[src/rtl/spi_pkg.sv]
// Shared constants and types for the SPI configuration front end.
package spi_pkg;

  localparam int unsigned FRAME_BITS = 16;
  localparam int unsigned CMD_W      = 8;
  localparam int unsigned ADDR_W     = 3;
  localparam int unsigned DATA_W     = 8;

  // Frame bit that carries the R/W flag, and the value meaning "write".
  localparam int unsigned RW_POS   = 0;
  localparam logic        RW_WRITE = 1'b1;

  typedef enum logic [1:0] {
    StIdle,
    StCmd,
    StData
  } state_e;

endpackage

[src/rtl/spi_shift_reg.sv]
// Parallel-load, serial-in/serial-out shift register, MSB shifted out first.
module spi_shift_reg #(
  parameter int unsigned WIDTH = 8
) (
  input  logic             clk,
  input  logic             rst,
  input  logic             clear,
  input  logic             load,
  input  logic [WIDTH-1:0] load_val,
  input  logic             shift,
  input  logic             sin,
  output logic [WIDTH-1:0] q
);

  logic [WIDTH-1:0] q_d;

  always_comb begin
    q_d = q;
    if (clear) begin
      q_d = '0;
    end else if (load) begin
      q_d = load_val;
    end else if (shift) begin
      q_d = {q[WIDTH-2:0], sin};
    end
  end

  always_ff @(posedge clk) begin
    if (rst) begin
      q <= '0;
    end else begin
      q <= q_d;
    end
  end

endmodule

[src/rtl/spi_slave_if.sv]
// SPI slave front end: deserialises 16-bit frames into register-file writes
// and serialises register-file read data onto sdo. Runs on spi_clk only.
module spi_slave_if #(
  parameter int unsigned ADDR_W = 3,
  parameter int unsigned DATA_W = 8,
  parameter int unsigned CMD_W  = 8
) (
  input  logic              spi_clk,
  input  logic              rst,
  input  logic              cs_n,
  input  logic              sdi,
  input  logic [DATA_W-1:0] read_data,
  output logic              sdo,
  output logic              sdo_oe,
  output logic [DATA_W-1:0] spi_if_dout,
  output logic [ADDR_W-1:0] spi_if_index,
  output logic              spi_if_wr_en,
  output logic              frame_err
);

  import spi_pkg::*;

  localparam logic [3:0] LastCmdBit = 4'(CMD_W - 1);
  localparam logic [3:0] FirstData  = 4'(CMD_W);
  localparam logic [3:0] LastBit    = 4'(FRAME_BITS - 1);

  state_e            state_q, state_d;
  logic [3:0]        cnt_q, cnt_d;
  logic              rw_q, rw_d;
  logic [ADDR_W-1:0] index_q, index_d;
  logic [DATA_W-1:0] dout_q, dout_d;
  logic              wr_en_q, wr_en_d;
  logic              err_q, err_d;
  logic              oe_q, oe_d;

  logic              cap_shift;
  logic              tx_load, tx_shift, tx_clear;
  logic [DATA_W-1:0] cap_q, tx_q;

  // Capture register shifts every frame bit, so the command sits in its low
  // bits just before the edge sampling bit 7.
  spi_shift_reg #(
    .WIDTH (DATA_W)
  ) u_capture (
    .clk      (spi_clk),
    .rst      (rst),
    .clear    (1'b0),
    .load     (1'b0),
    .load_val ('0),
    .shift    (cap_shift),
    .sin      (sdi),
    .q        (cap_q)
  );

  spi_shift_reg #(
    .WIDTH (DATA_W)
  ) u_transmit (
    .clk      (spi_clk),
    .rst      (rst),
    .clear    (tx_clear),
    .load     (tx_load),
    .load_val (read_data),
    .shift    (tx_shift),
    .sin      (1'b0),
    .q        (tx_q)
  );

  always_comb begin
    state_d   = state_q;
    cnt_d     = cnt_q;
    rw_d      = rw_q;
    index_d   = index_q;
    dout_d    = dout_q;
    wr_en_d   = 1'b0;
    err_d     = 1'b0;
    oe_d      = oe_q;
    cap_shift = 1'b0;
    tx_load   = 1'b0;
    tx_shift  = 1'b0;
    tx_clear  = 1'b0;

    unique case (state_q)
      StIdle: begin
        // Also the frame-boundary edge after bit 15: drop the read driver.
        oe_d     = 1'b0;
        tx_clear = 1'b1;
        if (!cs_n) begin
          cap_shift = 1'b1;
          cnt_d     = 4'd1;
          state_d   = StCmd;
        end
      end

      StCmd: begin
        if (cs_n) begin
          state_d  = StIdle;
          cnt_d    = '0;
          oe_d     = 1'b0;
          tx_clear = 1'b1;
          err_d    = 1'b1;
        end else begin
          cap_shift = 1'b1;
          cnt_d     = cnt_q + 4'd1;
          if (cnt_q == LastCmdBit) begin
            index_d = cap_q[CMD_W-3 -: ADDR_W];
            rw_d    = cap_q[CMD_W-2-RW_POS];
            state_d = StData;
          end
        end
      end

      StData: begin
        if (cs_n) begin
          state_d  = StIdle;
          cnt_d    = '0;
          oe_d     = 1'b0;
          tx_clear = 1'b1;
          err_d    = 1'b1;
        end else begin
          cap_shift = 1'b1;
          if (cnt_q == FirstData && rw_q != RW_WRITE) begin
            tx_load = 1'b1;
            oe_d    = 1'b1;
          end else begin
            tx_shift = 1'b1;
          end
          if (cnt_q == LastBit) begin
            cnt_d   = '0;
            state_d = StIdle;
            if (rw_q == RW_WRITE) begin
              dout_d  = {cap_q[DATA_W-2:0], sdi};
              wr_en_d = 1'b1;
            end
          end else begin
            cnt_d = cnt_q + 4'd1;
          end
        end
      end

      default: begin
        state_d = StIdle;
        cnt_d   = '0;
      end
    endcase
  end

  always_ff @(posedge spi_clk) begin
    if (rst) begin
      state_q <= StIdle;
      cnt_q   <= '0;
      rw_q    <= 1'b0;
      index_q <= '0;
      dout_q  <= '0;
      wr_en_q <= 1'b0;
      err_q   <= 1'b0;
      oe_q    <= 1'b0;
    end else begin
      state_q <= state_d;
      cnt_q   <= cnt_d;
      rw_q    <= rw_d;
      index_q <= index_d;
      dout_q  <= dout_d;
      wr_en_q <= wr_en_d;
      err_q   <= err_d;
      oe_q    <= oe_d;
    end
  end

  logic unused_bits;
  assign unused_bits = ^{cap_q[DATA_W-1], tx_q[DATA_W-2:0]};

  assign sdo          = oe_q & tx_q[DATA_W-1];
  assign sdo_oe       = oe_q;
  assign spi_if_dout  = dout_q;
  assign spi_if_index = index_q;
  assign spi_if_wr_en = wr_en_q;
  assign frame_err    = err_q;

endmodule

[config.mk]
export PLATFORM = sky130hd
export DESIGN_NAME = spi_slave_if
export DESIGN_NICKNAME = d
export VERILOG_FILES = /design/src/rtl/spi_pkg.sv /design/src/rtl/spi_shift_reg.sv /design/src/rtl/spi_slave_if.sv
export SDC_FILE = /design/constraint.sdc
export NUM_CORES = 1
export LEC_CHECK = 0
export ABC_CLOCK_PERIOD_IN_PS = 3850
export CORE_MARGIN = 10
export CORE_UTILIZATION = 50
export CTS_BUF_LIST = sky130_fd_sc_hd__clkbuf_4 sky130_fd_sc_hd__clkbuf_8
export DETAILED_ROUTE_END_ITERATION = 6
export GPL_ROUTABILITY_DRIVEN = 0
export PLACE_DENSITY = 0.74
export SLEW_MARGIN = 15
export SYNTH_ARGS = -nofsm -noshare
export SYNTH_HDL_FRONTEND = slang
export SYNTH_HIERARCHICAL = 1
export SYNTH_SLANG_ARGS = --single-unit
[constraint.sdc]
create_clock -name spi_clk -period 3.85 [get_ports spi_clk]
set_clock_uncertainty 0.15 [all_clocks]
set_input_delay 0.77 -clock spi_clk [delete_from_list [all_inputs] [get_ports spi_clk]]
set_output_delay 0.77 -clock spi_clk [all_outputs]
set_load 0.005 [all_outputs]
Word-level counts from Yosys, hierarchy flattened
Index checks and enable logic that the tools add are counted.
{"block": "totals", "ff_bits": 36, "inputBits": 12, "out_inout_bits": 15}
{"block": "classes", "add_sub_neg": 1, "n_eq_ne": 10, "n_mux": 28, "bitwise": 6, "n_reduce_logical": 13}
{"cell": "two-way mux 4 bit", "n": 4}
{"cell": "two-way mux 8 bit", "n": 2}
{"cell": "two-way mux 1 bit", "n": 13}
{"cell": "case mux 4 bit (3 select lines)", "n": 1}
{"cell": "two-way mux 2 bit", "n": 5}
{"cell": "!= test 3 bit (second input constant)", "n": 3}
{"cell": "AND reduction 3 bit", "n": 3}
{"cell": "equality test 4 bit (second input constant)", "n": 2}
{"cell": "case mux 2 bit (3 select lines)", "n": 1}
{"cell": "OR reduction 2 bit", "n": 3}
{"cell": "NOT 1 bit", "n": 5}
{"cell": "adder 4 x 1 -> 4 bit (second input constant)", "n": 1}
{"cell": "equality test 4 x 3 -> 1 bit (second input constant)", "n": 1}
{"cell": "!= test 2 bit (second input constant)", "n": 2}
{"cell": "AND reduction 4 bit", "n": 1}
{"cell": "OR reduction 4 bit", "n": 1}
{"cell": "case mux 1 bit (3 select lines)", "n": 1}
{"cell": "nonzero test 3 bit", "n": 1}
{"cell": "OR reduction 3 bit", "n": 1}
{"cell": "equality test 2 x 1 -> 1 bit (second input constant)", "n": 1}
{"cell": "equality test 2 bit (second input constant)", "n": 1}
{"cell": "logical NOT 2 bit", "n": 1}
{"cell": "case mux 1 bit (2 select lines)", "n": 1}
{"cell": "nonzero test 2 bit", "n": 1}
{"cell": "other kinds (2)", "n": 2}

Longest topological paths before layout
{"block": "logic_depth", "depth_word": 7, "mapped_depth": 7, "mapped_depth_nobuf": 6}

Hierarchy
The synthesis kept the hierarchy.
{"module": "spi_slave_if", "n_inst": 1, "cells_each": 126, "area_per_inst_um2": 1068.5, "seq_area_each_um2": 420.4}
{"module": "spi_shift_reg", "n_inst": 2, "cells_each": 35, "area_per_inst_um2": 440.4, "seq_area_each_um2": 160.2}

Least setup slack after synthesis
Ideal clock, no wire load.
{"block": "synth_timing", "path_kind": "input port to flip-flop", "from": "input cs_n", "to": "register u_transmit.q[0]", "setup_ns": 0.116, "arrival_ns": 1.830, "t_required_ns": 3.584, "setup_slack_ns": 1.754, "cell_stages": 5, "cell_sequence": "nor2b_1 nor2b_1 buf_6 mux2_4 o211a_1"}
{"block": "synth_between", "elab_chain_len": 3, "word_cells_on_any_way": 9, "cone_classes": "mux (7); reduce/logical (2)"}
{"element": "start, declared", "line_no": "spi_slave_if.sv:10", "source": "input logic cs_n,"}
{"element": "two-way mux 1 bit", "line_no": "spi_slave_if.sv:113", "source": "if (cs_n) begin"}
{"element": "two-way mux 1 bit", "line_no": "spi_slave_if.sv:82", "source": "unique case (state_q)"}
{"element": "net tx_shift", "line_no": "spi_slave_if.sv:37", "source": "logic tx_load, tx_shift, tx_clear;"}
{"element": "nonzero test 2 bit (no line)"}
{"element": "end signal, assigned", "line_no": "spi_shift_reg.sv:32", "source": "q <= q_d;"}
{"element": "end, declared", "line_no": "spi_shift_reg.sv:12", "source": "output logic [WIDTH-1:0] q"}
The timed path passes the listed nets, and every way through them passes these cells.
A chain may end at the register's enable or synchronous reset.

Final worst setup path
{"block": "layout_timing", "from": "input cs_n", "to": "register u_transmit.q[5]"}
Same word-level chain as after synthesis.

==> qor.json <==
{
  "dp.final_hpwl": {"value": 2770, "unit": "µm"},
  "wire_per_inst": {"value": 14.2, "unit": "µm"},
  "fmax": {"value": 372, "unit": "MHz"},
  "num-nets-final": {"value": 249},
  "first_global_vias": {"value": 1464},
  "residual_overflow_from_global_routing": {"value": 0},
  "portBuffers": {"value": 26},
  "n_antenna_cell": {"value": 0},
  "floorplan.initialDensity": {"value": 51.8, "unit": "%"},
  "timing_hold_violations_final": {"value": 0},
  "drtPass1Iterations": {"value": 4},
  "postSynthAreaPerCell": {"value": 9.88, "unit": "µm²"},
  "worst_r2r_src": {"value": "state_q[0]"},
  "synthCells": {"value": 192},
  "hold_path.class": {"value": "reg2reg"},
  "final_cell_mix": {"value": "sky130_fd_sc_hd__dfxtp_1 (36), sky130_fd_sc_hd__clkdlybuf4s50_1 (26), sky130_fd_sc_hd__a21oi_1 (16)"},
  "cts_made_buffers": {"value": 5},
  "clock_insertion_delay_worst_skew": {"value": 0.29, "unit": "ns"},
  "p_leak": {"value": 1.06, "unit": "nW"},
  "sequential_cell_area": {"value": 721, "unit": "µm²"},
  "syn2layout_area_growth": {"value": 22.2, "unit": "%"},
  "layout.cells.most_common": {"value": "sky130_fd_sc_hd__dfxtp_1"},
  "multiInputGateArea": {"value": 1140, "unit": "µm²"},
  "drv_cap": {"value": 0},
  "timing.critical_path.from_type": {"value": "primary input"},
  "placement.cell_area": {"value": 2220, "unit": "µm²"},
  "drt_drc_violations_left": {"value": 0},
  "worst-endpoint-required": {"value": 3.89, "unit": "ns"},
  "n_fill_cell": {"value": 320},
  "drive_gt1_share": {"value": 12.6, "unit": "%"},
  "io_pins": {"value": 27},
  "totalNegativeSetupSlack": {"value": 0, "unit": "ns"},
  "floorplan.die_area": {"value": 6660, "unit": "µm²"},
  "run_status": {"value": "completed"},
  "tightest_slew": {"value": 0.541, "unit": "ns"},
  "core": {"value": 3660, "unit": "µm²"},
  "number_of_antenna_violations_at_the_first_check_in_global_routing": {"value": 0},
  "htreeDepth": {"value": 2},
  "power.density": {"value": 325, "unit": "nW/µm²"},
  "max-slew-margin-rel": {"value": 63.8, "unit": "%"},
  "nature_of_the_critical_path_endpoint": {"value": "flip-flop"},
  "clock_sinks": {"value": 36},
  "layout.cells.non_filler": {"value": 279},
  "worst-r2r-setup-slack": {"value": 1.67, "unit": "ns"},
  "cts_tree": {"value": "done"},
  "die_h": {"value": 81.6, "unit": "µm"},
  "clkSlewWorstSetupHoldPaths": {"value": 0.07, "unit": "ns"},
  "track_usage": {"value": 13.0, "unit": "%"},
  "finalPower": {"value": 0.000754, "unit": "W"},
  "critical_setup_path_class": {"value": "in2reg"},
  "finalCritPeriodShare": {"value": 69.9, "unit": "%"},
  "ant_nets": {"value": 0},
  "final_max_slew_viol_count": {"value": 0},
  "yosys_warnings": {"value": 6},
  "detailedRoute.firstIterationViolations": {"value": 110},
  "vdd_ir_drop_max": {"value": 193, "unit": "µV"},
  "min_from": {"value": "spi_if_dout[0]"},
  "grt_max_degree": {"value": 17},
  "dp.cells": {"value": 271},
  "endpoint_arrival_time_on_the_critical_path": {"value": 2.73, "unit": "ns"},
  "first_pass_grt_wire_length": {"value": 6800, "unit": "µm"},
  "layout_min_cycle_time": {"value": 2.69, "unit": "ns"},
  "die_width": {"value": 81.6, "unit": "µm"},
  "worst-path-max-fanout": {"value": 16},
  "timing.critical_path.from": {"value": "cs_n"},
  "per_cell_via_count_in_the_routed_design": {"value": 5.34},
  "cts_repair_resize_count": {"value": 0},
  "post-cts-setup-buffer-count": {"value": 0},
  "ctsHoldBuffers": {"value": 0},
  "final_design_area_no_fill": {"value": 2320, "unit": "µm²"},
  "clock-root-buffer": {"value": "sky130_fd_sc_hd__clkbuf_8"},
  "setup_repair_after_global_routing_missed_its_margin": {"value": "false"},
  "setup_viol": {"value": 0},
  "std_cell_rows": {"value": 22},
  "mappedNetlistArea": {"value": 1900, "unit": "µm²"},
  "clock_tree_buffer_depth": {"value": 2},
  "drt-total-wl": {"value": 3950, "unit": "µm"},
  "detailroute.via_count": {"value": 1490},
  "worst_hold_slack_across_all_endpoints": {"value": 0.328, "unit": "ns"}
}
==> metal layers <==
| layer | vias to the layer above | share of wire, % | GRT usage, % |
|---|---|---|---|
| met1 | 683 | 47 | 15.6 |
| li1 | 760 | - | - |
| met3 | 8 | 9.4 | 7.31 |
| met2 | 39 | 41 | 18.6 |
| met5 | - | 0 | 0 |
| met4 | 0 | 1.8 | 5.61 |
==> flip-flops by register name, summed over array words and instances (netlist names) <==
signal        count
cnt_q             4
frame_err         1
rw_q              1
sdo_oe            1
spi_if_dout       8
spi_if_index      3
spi_if_wr_en      1
state_q           2
u_capture/q       7
u_transmit/q      8
==> path summary, 6_finish.rpt <==
check                          to  cells after the start
hold reg to reg    spi_if_dout[0]                      2
setup / recovery  u_transmit/q[5]                      6
setup reg to reg  u_transmit/q[5]                      7
hold / removal     spi_if_dout[0]                      2
==> stage by stage <==
stage / util (%) / setup WS [ns]
floorplan: - / 1.75
global placement: 60.8 / 0.920
detailed placement: 60.8 / 0.861
CTS: 63.3 / 1.17
global route: 63.3 / 0.991
finish: 63.3 / 1.16
==> critical path: stages <==
cell	delay, ns
sky130_fd_sc_hd__clkdlybuf4s50_1	0.65
sky130_fd_sc_hd__nor2b_1	0.41
sky130_fd_sc_hd__nor2b_1	0.18
sky130_fd_sc_hd__buf_4	0.21
sky130_fd_sc_hd__mux2_4	0.31
sky130_fd_sc_hd__o211a_1	0.20
==> layout make-up <==
cell class | instances | share of cell area [%]
Clock buffer | 6 | 3.56
Tap cell | 48 | 2.59
Inverter | 6 | 0.972
Timing Repair Buffer | 29 | 12.2
Clock inverter | 2 | 0.432
Multi-Input combinational cell | 152 | 49.1
Sequential cell | 36 | 31.1
==> power breakdown <==
group / internal [W] / switching, W
Combinational: 0.0000428 / 0.0000480
Sequential: 0.000381 / 0.00000755
Clock: 0.000143 / 0.000133
Total: 0.000566 / 0.000188
No activity file was read; power rests on OpenSTA's default activity.
